<file path="src/rtl/uart_receiver_pkg.sv">
// Shared UART definitions: deframing states and oversampling constants,
// also intended for the transmitter.
package uart_receiver_pkg;

  localparam int         OVERSAMPLE = 16;
  localparam logic [3:0] MID_TICK   = 4'd7;
  localparam logic [3:0] LAST_TICK  = 4'(OVERSAMPLE - 1);

  typedef enum logic [2:0] {
    ST_IDLE,
    ST_START,
    ST_DATA,
    ST_PARITY,
    ST_STOP
  } uart_state_e;

endpackage

</file>
<file path="src/rtl/uart_receiver_if.sv">
// Receive-word holding register port: valid/ready handshake plus per-word flags.
interface uart_receiver_if #(parameter int DATA_BITS = 8);

  logic [DATA_BITS-1:0] rd_data;
  logic                 rd_valid;
  logic                 rd_ready;
  logic                 parity_err;
  logic                 frame_err;
  logic                 overrun_err;

  modport master (
    output rd_data, rd_valid, parity_err, frame_err, overrun_err,
    input  rd_ready
  );

  modport slave (
    input  rd_data, rd_valid, parity_err, frame_err, overrun_err,
    output rd_ready
  );

endinterface

</file>
<file path="src/rtl/uart_sync2.sv">
// Two-flop synchronizer for asynchronous inputs; resets to 1 so an idle-high
// line never looks like a falling edge coming out of reset.
module uart_sync2 (
  input  logic clk,
  input  logic rst,
  input  logic d,
  output logic q
);

  logic [1:0] ff_q, ff_d;

  always_comb ff_d = {ff_q[0], d};

  always_ff @(posedge clk) begin
    if (rst) ff_q <= 2'b11;
    else     ff_q <= ff_d;
  end

  assign q = ff_q[1];

endmodule

</file>
<file path="src/rtl/uart_receiver.sv">
// UART receive engine: 16x-oversampled deframer feeding a one-entry
// valid/ready holding register with parity, frame and sticky overrun flags.
//
// state  | meaning
// IDLE   | line idle, waiting for a low sample on a tick
// START  | counting to mid start bit to confirm it
// DATA   | sampling data bits LSB first at each bit centre
// PARITY | sampling the parity bit
// STOP   | sampling the stop bit, then delivering the word
module uart_receiver
  import uart_receiver_pkg::*;
#(
  parameter int DATA_BITS  = 8,
  parameter int PARITY_EN  = 0,
  parameter int PARITY_ODD = 0
) (
  input  logic clk,
  input  logic rst,
  input  logic rx_tick,
  input  logic rx_in,
  output logic busy,
  uart_receiver_if.master rd_if
);

  localparam logic [2:0] LAST_BIT = 3'(DATA_BITS - 1);
  localparam logic       ODD      = (PARITY_ODD != 0);

  logic rx_s;

  uart_sync2 u_sync (
    .clk (clk),
    .rst (rst),
    .d   (rx_in),
    .q   (rx_s)
  );

  uart_state_e          state_q, state_d;
  logic [3:0]           tick_cnt_q, tick_cnt_d;
  logic [2:0]           bit_idx_q, bit_idx_d;
  logic [DATA_BITS-1:0] shift_q, shift_d;
  logic [DATA_BITS-1:0] rd_data_q, rd_data_d;
  logic                 par_bad_q, par_bad_d;
  logic                 rd_valid_q, rd_valid_d;
  logic                 parity_err_q, parity_err_d;
  logic                 frame_err_q, frame_err_d;
  logic                 overrun_q, overrun_d;
  logic                 deliver;
  logic                 stop_bad;

  always_ff @(posedge clk) begin
    if (rst) begin
      state_q      <= ST_IDLE;
      tick_cnt_q   <= '0;
      bit_idx_q    <= '0;
      shift_q      <= '0;
      rd_data_q    <= '0;
      par_bad_q    <= 1'b0;
      rd_valid_q   <= 1'b0;
      parity_err_q <= 1'b0;
      frame_err_q  <= 1'b0;
      overrun_q    <= 1'b0;
    end else begin
      state_q      <= state_d;
      tick_cnt_q   <= tick_cnt_d;
      bit_idx_q    <= bit_idx_d;
      shift_q      <= shift_d;
      rd_data_q    <= rd_data_d;
      par_bad_q    <= par_bad_d;
      rd_valid_q   <= rd_valid_d;
      parity_err_q <= parity_err_d;
      frame_err_q  <= frame_err_d;
      overrun_q    <= overrun_d;
    end
  end

  always_comb begin
    state_d      = state_q;
    tick_cnt_d   = tick_cnt_q;
    bit_idx_d    = bit_idx_q;
    shift_d      = shift_q;
    rd_data_d    = rd_data_q;
    par_bad_d    = par_bad_q;
    rd_valid_d   = rd_valid_q;
    parity_err_d = parity_err_q;
    frame_err_d  = frame_err_q;
    overrun_d    = overrun_q;
    deliver      = 1'b0;
    stop_bad     = 1'b0;

    if (rd_valid_q && rd_if.rd_ready) rd_valid_d = 1'b0;

    if (rx_tick) begin
      unique case (state_q)
        ST_IDLE: begin
          if (!rx_s) begin
            state_d    = ST_START;
            tick_cnt_d = '0;
          end
        end
        ST_START: begin
          if (tick_cnt_q == MID_TICK) begin
            tick_cnt_d = '0;
            if (!rx_s) begin
              state_d   = ST_DATA;
              bit_idx_d = '0;
              par_bad_d = 1'b0;
            end else begin
              state_d = ST_IDLE;
            end
          end else begin
            tick_cnt_d = tick_cnt_q + 4'd1;
          end
        end
        ST_DATA: begin
          if (tick_cnt_q == LAST_TICK) begin
            tick_cnt_d = '0;
            for (int i = 0; i < DATA_BITS; i++) begin
              if (i == int'(bit_idx_q)) shift_d[i] = rx_s;
            end
            if (bit_idx_q == LAST_BIT) state_d = (PARITY_EN != 0) ? ST_PARITY : ST_STOP;
            else                       bit_idx_d = bit_idx_q + 3'd1;
          end else begin
            tick_cnt_d = tick_cnt_q + 4'd1;
          end
        end
        ST_PARITY: begin
          if (tick_cnt_q == LAST_TICK) begin
            tick_cnt_d = '0;
            par_bad_d  = ((^shift_q) ^ rx_s) != ODD;
            state_d    = ST_STOP;
          end else begin
            tick_cnt_d = tick_cnt_q + 4'd1;
          end
        end
        ST_STOP: begin
          if (tick_cnt_q == LAST_TICK) begin
            tick_cnt_d = '0;
            deliver    = 1'b1;
            stop_bad   = !rx_s;
            state_d    = ST_IDLE;
          end else begin
            tick_cnt_d = tick_cnt_q + 4'd1;
          end
        end
        default: state_d = ST_IDLE;
      endcase
    end

    // A consumer read in the deliver cycle frees the slot for the new word.
    if (deliver) begin
      if (!rd_valid_q || rd_if.rd_ready) begin
        rd_data_d    = shift_q;
        parity_err_d = par_bad_q;
        frame_err_d  = stop_bad;
        rd_valid_d   = 1'b1;
      end else begin
        overrun_d = 1'b1;
      end
    end
  end

  assign rd_if.rd_data     = rd_data_q;
  assign rd_if.rd_valid    = rd_valid_q;
  assign rd_if.parity_err  = parity_err_q;
  assign rd_if.frame_err   = frame_err_q;
  assign rd_if.overrun_err = overrun_q;
  assign busy              = (state_q != ST_IDLE);

endmodule

</file>
<file path="src/flat_wrapper.sv">
// flat-port wrapper written by rule: the top's interface ports become plain ports
module uart_receiver_flat import uart_receiver_pkg::*;
#(
  parameter int DATA_BITS  = 8,
  parameter int PARITY_EN  = 0,
  parameter int PARITY_ODD = 0
)
  (clk, rst, rx_tick, rx_in, busy, rd_if_rd_data, rd_if_rd_valid, rd_if_parity_err, rd_if_frame_err, rd_if_overrun_err, rd_if_rd_ready);
  uart_receiver_if #(.DATA_BITS(DATA_BITS)) rd_if_i ();
  input  logic clk;
  input  logic rst;
  input  logic rx_tick;
  input  logic rx_in;
  output logic busy;
  output wire logic [$bits(rd_if_i.rd_data)-1:0] rd_if_rd_data;
  output wire logic [$bits(rd_if_i.rd_valid)-1:0] rd_if_rd_valid;
  output wire logic [$bits(rd_if_i.parity_err)-1:0] rd_if_parity_err;
  output wire logic [$bits(rd_if_i.frame_err)-1:0] rd_if_frame_err;
  output wire logic [$bits(rd_if_i.overrun_err)-1:0] rd_if_overrun_err;
  input wire logic [$bits(rd_if_i.rd_ready)-1:0] rd_if_rd_ready;
  assign rd_if_rd_data = rd_if_i.rd_data;
  assign rd_if_rd_valid = rd_if_i.rd_valid;
  assign rd_if_parity_err = rd_if_i.parity_err;
  assign rd_if_frame_err = rd_if_i.frame_err;
  assign rd_if_overrun_err = rd_if_i.overrun_err;
  assign rd_if_i.rd_ready = rd_if_rd_ready;
  uart_receiver #(.DATA_BITS(DATA_BITS), .PARITY_EN(PARITY_EN), .PARITY_ODD(PARITY_ODD)) u_core (.clk(clk), .rst(rst), .rx_tick(rx_tick), .rx_in(rx_in), .busy(busy), .rd_if(rd_if_i));
endmodule
</file>
<file path="config.mk">
export PLATFORM = sky130hd
export DESIGN_NAME = uart_receiver_flat
export DESIGN_NICKNAME = d
export VERILOG_FILES = /design/src/rtl/uart_receiver_pkg.sv /design/src/rtl/uart_receiver_if.sv /design/src/rtl/uart_sync2.sv /design/src/rtl/uart_receiver.sv /design/src/flat_wrapper.sv
export SDC_FILE = /design/constraint.sdc
export NUM_CORES = 1
export LEC_CHECK = 0
export CORE_MARGIN = 1.5
export CORE_UTILIZATION = 50
export DETAILED_ROUTE_END_ITERATION = 12
export GPL_ROUTABILITY_DRIVEN = 0
export PLACE_DENSITY = 0.81
export SLEW_MARGIN = 20
export SYNTH_ARGS = -nofsm -noshare
export SYNTH_HDL_FRONTEND = slang
export SYNTH_SLANG_ARGS = --single-unit
</file>
<file path="constraint.sdc">
create_clock -name clk -period 5.55 [get_ports clk]
set_input_delay 1.11 -clock clk [delete_from_list [all_inputs] [get_ports clk]]
set_output_delay 1.11 -clock clk [all_outputs]
set_load 0.02 [all_outputs]
</file>
==> qor.yml <==
status:
  outcome: "finished clean"
sta:
  hold_viol_final: 0
  fmax_ghz: 0.343
  setup_viol: 0
  drv_slew: 0
  hold_slack_ns: 0.420
  setup_slack_ns: 2.63
  skew_ns: 0.00711
  worst_slew_pin_slew_ns: 0.664
  post-route-min-period_ns: 2.92
  fin_setup_tns_ns: 0
  rsz0062_at_grt: "no"
  final.period_utilization: 0.526
  slew-limit-headroom: 0.556
detailed_routing:
  via_per_inst: 5.36
  drt_first_pass_iters: 4
  drc_errors: 0
  ant_nets: 0
  wl_per_cell_um: 12.4
  wl_um: 3020
  vias: 1307
  drt_iter0_drc: 83
clocking:
  cts_resized: 0
  clk_latency_ns: 0.34
  post_cts_buffers: 0
  clk_pin_slew_worst_paths_ns: 0.10
  cts-buffers-inserted: 5
  cts_hold_buf: 0
  cts-root-buf: "clkbuf_4"
  htree_num_levels: 2
  clkSinkCount: 33
  clock_path_buffers: 2
  cts_tree: "yes"
floorplanning:
  initial_core_util: 0.530
  fp.dieH_um: 59.9
  core-area_um2: 3050
  rows: 20
  die_w_um: 59.9
  pin_count: 18
  die_area_um2: 3580
pwr:
  p_seq_frac: 0.620
  swShare: 0.240
  leakage_nw: 0.791
  max-vdd-ir-drop_mv: 0.146
  power_density_nw_per_um2: 210
  comb_power_share: 0.049
  internal_power_uw: 295
  p_switching_uw: 93.1
  pwr-share-clk: 0.331
hold_path:
  hp-class: "register to register"
synthesis:
  ys_warn_count: 0
  synth_flop_cell: "dfxtp_1"
  synthTopCellsByArea: "dfxtp_1 (41%), mux2i_1 (9.9%), nor2_1 (6.0%)"
  synthDistinctLibCells: 37
  syn_area_um2: 1620
  synth-edff-count: 0
  netlist_instances: 183
  ys_async_sr_fraction: 0
  syn_area_per_cell_um2: 8.83
  yosysSeqAreaShare: 0.409
  synth_top_area_frac: 0.409
  yosysTopAreaCell: "dfxtp_1"
  ys_ff_latch: 33
  syn_nets: 195
worst_setup_path:
  r2r_cells: 5
  worstPathMaxFanout: 16
  rr_startpoint: "u_core.tick_cnt_q[0]"
  r2r_end: "u_core.rd_if.rd_data[5]"
  crit_path_end_kind: "output pin"
  worst-setup-path-type: "register to output pin"
  required_ns: 4.44
  crit_start: "u_core.state_q[1]"
  r2r_slack_ns: 3.46
  arrival_ns: 1.81
  cp-endpoint: "busy"
  startpoint_type: "register"
layout:
  nNetsFinal: 211
  multi_input_area_um2: 887
  layout_commonest_cell: "dfxtp_1"
  layout_common_cells: "dfxtp_1 (33), nor2_1 (26), nand2_1 (19)"
  n_fill_cell: 272
  regArea_um2: 661
  diodes: 0
  drive_gt1_frac: 0.100
  final_cells: 244
  area_growth_pct: 14.5
global_route:
  grt_max_degree: 34
  grt_first_pass_wirelength_um: 5130
  first_global_vias: 1240
  track_usage: 0.192
  overflow: 0
  grt_antenna_before_repair: 0
run:
  drv_cap: 0
placed_design:
  place_inst: 236
  numPortBuffers: 17
  hpwl_um: 2140
  dp_worst_setup_slack_ns: 2.50
-- power by group through the flow --
stage / registers [mW] / clock network, mW / logic [mW]
6_report: 0.240 / 0.128 / 0.0190
4_1_cts: 0.241 / 0.133 / 0.0191
2_1_floorplan: 0.244 / 0 / 0.0141
3_5_place_dp: 0.246 / 0 / 0.0191
3_3_place_gp: 0.246 / 0 / 0.0184
5_1_grt: 0.241 / 0.145 / 0.0210
-- worst min-delay path by stage --
stage / start / end / depth (start not counted)
floorplan: u_core.u_sync.ff_q[0] / u_core.u_sync.ff_q[1] / 1
global placement: u_core.u_sync.ff_q[0] / u_core.u_sync.ff_q[1] / 1
detailed placement: u_core.u_sync.ff_q[0] / u_core.u_sync.ff_q[1] / 1
CTS: u_core.u_sync.ff_q[0] / u_core.u_sync.ff_q[1] / 1
global route: u_core.u_sync.ff_q[0] / u_core.u_sync.ff_q[1] / 1
finish: u_core.u_sync.ff_q[0] / u_core.u_sync.ff_q[1] / 1
-- flip-flops by register name (all words and copies together), names as in the netlist, 2 cells and up --
| register | flops |
|---|---|
| u_core.u_sync.ff_q | 2 |
| u_core.bit_idx_q | 3 |
| u_core.state_q | 3 |
| u_core.rd_if.rd_data | 8 |
| u_core.shift_q | 8 |
| u_core.tick_cnt_q | 4 |
-- synth_stat cells, types with 4 or more instances --
library cell  count
ha_1              7
inv_1             5
mux2i_1          16
o21ai_0           4
nand2_1          19
a21oi_1          13
nor2_1           26
or3_1             5
nand3_1           9
xnor2_1           7
dfxtp_1          33
buf_2             4
-- worst max-delay path, stage by stage (launching register included) --
cell,delay (ns)
dfxtp_1,0.62
or3_1,0.24
clkdlybuf4s50_1,0.61
-- metal layers --
layer	up-vias	track usage	routed length (um)	share of wire
li1	664	-	-	-
met1	615	0.208	1320	0.44
met2	24	0.339	1540	0.51
met3	4	0.0671	121	0.040
met4	0	0.0730	36	0.012
met5	-	0	0	0
-- cell families after synthesis --
kind of cell | count (synthesis) | share of synthesized area
adders and majority gates | 7 | 0.0542
and+or+nand+nor | 80 | 0.252
muxes | 16 | 0.0991
xor gates and xnor gates | 8 | 0.0433
AOI/OAI and AO/OA | 25 | 0.0998
buffers and inverters | 14 | 0.0426
DFF | 33 | 0.409
-- cell type report --
cell class / instances / share of cell area
Tap cell: 44 / 0.0297
Multi-Input combinational cell: 136 / 0.479
Timing Repair Buffer: 18 / 0.0960
Clock inverter: 2 / 0.00541
Inverter: 5 / 0.0101
Sequential cell: 33 / 0.357
Clock buffer: 6 / 0.0223
-- per-stage QoR --
step / instance area (um2) / power (mW) / util
2_1_floorplan: 1620 / 0.258 / -
3_3_place_gp: 1800 / 0.264 / 0.589
3_5_place_dp: 1800 / 0.265 / 0.589
4_1_cts: 1850 / 0.392 / 0.606
5_1_grt: 1850 / 0.407 / 0.606
6_report: 1850 / 0.388 / 0.606
Power figures use the tool's default switching activity.
